===== src/rtl/mult_shift_add_ctrl.sv =====
// mult_shift_add_ctrl: shift-add multiplier FSM and accumulator with Load/K counter handshake.
// Optional K cross-check with sticky Err output when MULT_KCHECK_EN is defined.
module mult_shift_add_ctrl #(
  parameter int WIDTH = 16
) (
  input  logic               Clk,
  input  logic               Rst_n,
  input  logic               Start,
  input  logic [WIDTH-1:0]   Multiplicand,
  input  logic [WIDTH-1:0]   Multiplier,
  input  logic               K,
  output logic               Load,
  output logic               Busy,
  output logic               Done,
`ifdef MULT_KCHECK_EN
  output logic               Err,
`endif
  output logic [2*WIDTH-1:0] Product
);
  localparam logic [1:0] IDLE = 2'd0, RUN = 2'd1, DONE = 2'd2;
  logic [1:0] state;
  logic [WIDTH-1:0] mcand;
  logic [2*WIDTH:0] acc, acc_nxt;
  logic [WIDTH:0] sum;
  logic last, bad;
  assign Load = state == IDLE && Start;
  assign Busy = state != IDLE;
  assign Done = state == DONE;
  // acc[2W] is always 0 here, so folding it in leaves the add a plain W+1-bit sum
  assign sum = {acc[2*WIDTH], acc[2*WIDTH-1:WIDTH]} + {1'b0, {WIDTH{acc[0]}} & mcand};
  assign acc_nxt = {1'b0, sum, acc[WIDTH-1:1]};
`ifdef MULT_KCHECK_EN
  localparam int CW = WIDTH > 1 ? $clog2(WIDTH) : 1;
  logic [CW-1:0] iter;
  assign bad = K != (iter == CW'(WIDTH - 1));
  assign last = K | bad;
  always_ff @(posedge Clk or negedge Rst_n) begin
    if (!Rst_n) begin
      iter <= '0;
      Err  <= 1'b0;
    end else if (Load) begin
      iter <= '0;
      Err  <= 1'b0;
    end else if (state == RUN) begin
      iter <= iter + 1'b1;
      if (bad) Err <= 1'b1;
    end
  end
`else
  assign bad = 1'b0;
  assign last = K;
`endif
  always_ff @(posedge Clk or negedge Rst_n) begin
    if (!Rst_n) begin
      state   <= IDLE;
      mcand   <= '0;
      acc     <= '0;
      Product <= '0;
    end else if (state == IDLE) begin
      if (Start) begin
        state <= RUN;
        mcand <= Multiplicand;
        acc   <= {{(WIDTH + 1){1'b0}}, Multiplier};
      end
    end else if (state == RUN) begin
      acc <= acc_nxt;
      if (last) begin
        state   <= DONE;
        Product <= bad ? '0 : acc_nxt[2*WIDTH-1:0];
      end
    end else begin
      state <= IDLE;
    end
  end
endmodule


===== config.mk =====
export PLATFORM = sky130hd
export DESIGN_NAME = mult_shift_add_ctrl
export DESIGN_NICKNAME = d
export VERILOG_FILES = /design/src/rtl/mult_shift_add_ctrl.sv
export SDC_FILE = /design/constraint.sdc
export NUM_CORES = 1
export LEC_CHECK = 0
export ABC_AREA = 1
export BUFFER_PORTS_ARGS = -buffer_cell sky130_fd_sc_hd__buf_4
export CORE_UTILIZATION = 48
export DETAILED_ROUTE_END_ITERATION = 7
export PLACE_DENSITY_LB_ADDON = 0.25
export SLEW_MARGIN = 5
export SYNTH_ARGS = -nofsm -noshare
export SYNTH_HDL_FRONTEND = slang
export SYNTH_SLANG_ARGS = --single-unit
export TNS_END_PERCENT = 100

===== constraint.sdc =====
create_clock -name Clk -period 2.1 [get_ports Clk]
set_input_delay 0.105 -clock Clk [delete_from_list [all_inputs] [get_ports Clk]]
set_output_delay 0.105 -clock Clk [all_outputs]
set_load 0.01 [all_outputs]

# Yosys cells after proc, flatten, opt, wreduce, memory -nomap -nowiden

Index checks and enable logic that the tools add are counted.

Register bits: 83
Bits in latches: 0
Bits in writable memories: 0
Bits in read-only memories: 0
Input bits: 36
Output and inout bits: 35
Word-level logic and storage cells: 26
Memories kept: 0

Add/subtract/negate cells: 1
$mul: 0
Divide/modulo/power cells: 0
Magnitude comparators: 0
Equal/unequal tests: 4
Shift operators: 0
Muxes and demuxes: 7
Bitwise logic cells: 2
Reductions and logical operators: 8

Operators with widths:

| operator                                       | count |
|---|---|
| two-way mux 33 bit                             | 3 |
| adder 17 x 16 -> 17 bit                        | 1 |
| AND 16 bit                                     | 1 |
| two-way mux 2 bit                              | 4 |
| AND reduction 2 bit                            | 3 |
| nonzero test 2 bit                             | 2 |
| inequality test 3 bit (second input constant)  | 1 |
| AND reduction 3 bit                            | 1 |
| == test 2 x 1 -> 1 bit (second input constant) | 1 |
| == test 2 bit (second input constant)          | 1 |
| zero test 2 bit                                | 1 |
| inequality test 2 bit (second input constant)  | 1 |
| logical AND 1 bit                              | 1 |
| NOT 1 bit                                      | 1 |

# Longest topological paths before layout

Depth after elaboration: 4
Mapped depth: 15
Mapped depth without buffers: 13

# Worst setup path after synthesis

OpenSTA, ideal clock, no wires.

Path type: register to register
Start: register acc[0]
End: register Product[21]
Library setup time: 0.117 ns
Arrival: 2.053 ns
Data required time: 1.983 ns
Setup slack: -0.070 ns
Cell stages (with the launch flop): 14
Path buffers: 2
Period minus slack after synthesis: 2.170 ns
Path through: dfrtp_1 > clkbuf_1 > clkbuf_1 > nand2_1 > inv_1 > ha_1 > fa_1 > nand2_1 > nand2_1 > nand3b_1 > nand2_1 > or2_2 > nand3_1 > nand2_1

Word-level cells in the longest chain between the ends: 2

RTL lines:

| item                     | RTL line | RTL |
|---|---|---|
| start: declaration       | 23       | `logic [2*WIDTH:0] acc, acc_nxt;` |
| start signal: assignment | 63       | `acc <= {{(WIDTH + 1){1'b0}}, Multiplier};` |
| start signal: assignment | 66       | `acc <= acc_nxt;` |
| AND 16 bit               | 30       | `assign sum = {acc[2*WIDTH], acc[2*WIDTH-1:WIDTH]} + {1'b0, {WIDTH{acc[0]}} & mcand};` |
| adder 17 x 16 -> 17 bit  | 30       |  |
| end signal: assignment   | 69       | `Product <= bad ? '0 : acc_nxt[2*WIDTH-1:0];` |
| end: declaration         | 18       | `output logic [2*WIDTH-1:0] Product` |

Every way passes these cells.
A chain may end at the register's enable or synchronous reset.

# Worst setup path after layout

Start: register mcand[0]
End: register Product[21]

Word-level cells in the longest chain between the ends: 2

RTL lines:

| item                     | RTL line | RTL |
|---|---|---|
| start: declaration       | 22       | `logic [WIDTH-1:0] mcand;` |
| start signal: assignment | 62       | `mcand <= Multiplicand;` |
| AND 16 bit               | 30       |  |
| adder 17 x 16 -> 17 bit  | 30       |  |

Every way passes these cells.

==> impl_metrics.ini <==
[sta]
fin_crit_sh = 0.939
final.setup.tns_ns = 0
fin_crit_ns = 1.97
setup_violations = 0
drv_slew = 0
max_clock_freq_ghz = 0.507
hold_violations = 0
worstMarginPinSlew_ns = 0.623
finClkSkew_ns = 0.0175
slew_headroom = 0.584
rsz0062_at_grt = no

[clock_network]
h-tree-depth = 3
numCtsBuffers = 9
tritoncts = built
clk_path_buf_depth = 2
path_clk_slew_ns = 0.09
clock_sinks = 82
insertion_delay_ns = 0.36
cts-root-buf = clkbuf_8

[run]
maxCapViolations = 0

[global_routing]
grt-ovfl-total = 0
antenna_found_initial = 0
grt_usage = 0.227
grt_pass1_vias = 3716
grt_max_degree = 52
grt_first_pass_wirelength_um = 17400

[synthesis]
yosysSeqAreaShare = 0.462
mappedNetlistArea_um2 = 4450
yosysTopAreaCellShare = 0.462
ys_ff_latch = 82
synth_nets = 610
syn_inst = 557
synth_area_leaders = dfrtp_1, nand2_1, inv_1, ha_1, o211ai_2
yosysTopAreaCell = dfrtp_1
ys_warn_count = 0
avgSynthCellArea_um2 = 7.98
synth_cell_types = 33

[power_and_ir_drop]
p_leak_nw = 3.14
p_per_area_nw_per_um2 = 1310
ir_drop_v = 0.000591
finalPower_mw = 7.37

[floorplanning]
pin_count = 71
dieArea_um2 = 9650
die_w_um = 98.2
rows = 34
initial_utilization = 0.502
design.core.area_um2 = 8850
fp.dieH_um = 98.2

[setup_path]
critPathMaxFanout = 4
max_stage_delay_ns = 0.40
crit_path_top_delay_cell = dfrtp_1
critPathCaptureType = flip-flop
startpoint_type = flip-flop
crit_top_cell = nand2_1
crit_arrival_ns = 2.21
crit_chain = nand2_1, inv_1, ha_2, fa_2, nand2_1, nand2_1, nand3b_1, nand2_2, or2_2, nand3_1, nand2_1
cp.required_ns = 2.34
crit_type = flip-flop to flip-flop
rrSetupSlack_ns = 0.13

[cells_and_area]
syn_to_final_growth_pct = 26.2
multi_input_area_um2 = 2040
fin_util = 0.634
antenna_cells = 0
drive_above_1_share = 0.219
instances_no_fill = 765
seqCellArea_um2 = 2050
nets = 706
num-fill-cells = 795

[detailed_routing]
drt-total-wl_um = 9910
vias = 3737
dr.pass1.iters = 6
viasPerCell = 4.88
antenna_left = 0
drtIter0Drc = 197
route.detailed.drc = 0
wire_per_inst_um = 13.0

[worst_hold_path]
min_path_type = input pin to flip-flop

[placed_design]
place_inst = 721
place_hpwl_um = 7160
gp_congestion = 0.871
port_buffers = 70

[run_status]
status = complete, no violations
layout make-up:
type	count	share of cell area
Inverter	73	0.0511
Multi-Input combinational cell	384	0.363
Sequential cell	82	0.366
Timing Repair Buffer	103	0.153
Clock inverter	6	0.0205
Tap cell	108	0.0241
Clock buffer	9	0.0221
synthesized netlist by cell type (all sizes together):
cell type / count
o21bai: 1
xor2: 3
nand2: 240
or2: 5
nand3b: 4
xnor2: 1
inv: 73
nand4: 1
nor3: 3
a22o: 1
dfrtp: 82
nand3: 28
clkbuf: 5
and2: 1
a21oi: 9
nor2: 14
o21ai: 41
o211ai: 15
fa: 1
ha: 16
buf: 13
per-stage QoR:
stage,area [um^2],hold slack (ns),worst slack (ns)
3_3_place_gp,5030,0.0921,0.132
4_1_cts,5550,0.000699,0.102
5_1_grt,5610,0.00438,0.000995
2_1_floorplan,4450,-0.191,0.0431
3_5_place_dp,5030,0.0986,0.123
6_report,5610,0.00611,0.128
cell usage in the layout (no fill, tap or decap), types with 2 or more instances in the layout:
cell type,synthesis,final
nand2_1,237,233
dfrtp_1,82,82
buf_4,2,73
inv_1,69,69
dlygate4sd3_1,0,28
o21ai_0,26,26
nand3_1,28,25
o211ai_2,15,15
o21ai_2,15,15
ha_1,16,14
nor2_1,12,11
clkbuf_8,0,9
a21oi_1,9,8
nand2_2,2,6
or2_1,4,4
nand3b_1,4,4
inv_6,2,3
nor3_1,3,3
nand3_2,0,3
bufinv_16,0,3
nor2_2,1,2
xor2_1,3,2
cells by family after synthesis:
kind of cell,share of synthesized area
adders and majority gates,0.0495
DFF,0.462
xor gates and xnor gates,0.00788
AOI/OAI and AO/OA,0.115
and+or+nand+nor,0.274
buffers and inverters,0.0926
power breakdown:
| group | leakage (nW) | switching (mW) | internal (mW) |
|---|---|---|---|
| Sequential | 1.04 | 0.356 | 2.23 |
| Clock | 0.116 | 0.578 | 0.789 |
| Combinational | 1.98 | 2.05 | 1.37 |
| Total | 3.14 | 2.98 | 4.39 |
repair_timing:
item                                    CTS  global route
setup buffers                             0             1
hold buffers                             28             0
resized for setup                         0            13
endpoints found under the setup margin    0            15
endpoints found under the hold margin    63             0
registers in the layout, indices dropped and copies added, names as in the netlist:
register	cells
acc	32
Product	32
state	2
mcand	16
worst max-delay path, delay by kind of cell, from the launching register on:
kind	cells	cell delay, ns
buf+inv	1	0.06
simple gates	8	0.85
fa+ha+maj	2	0.56
flops	1	0.40
metal layers:
metal	wire (um)	share of wire	GRT usage	vias to the layer above
met5	0	0	0	-
met4	204	0.021	0.0861	0
met3	382	0.039	0.0365	16
met2	4350	0.44	0.355	80
met1	4970	0.50	0.320	1710
li1	-	-	-	1931
worst paths after layout:
path / end / depth (start not counted) / start
worst max-delay path: Product[21] / 11 / mcand[0]
worst min-delay path: acc[6] / 3 / Multiplier[6]
worst max register to register: Product[21] / 11 / mcand[0]
worst min register to register: Product[18] / 2 / Product[18]
max in group asynchronous: Product[22] / 3 / Rst_n
min in group asynchronous: acc[6] / 2 / Rst_n
(Power assumes the default switching activity.)
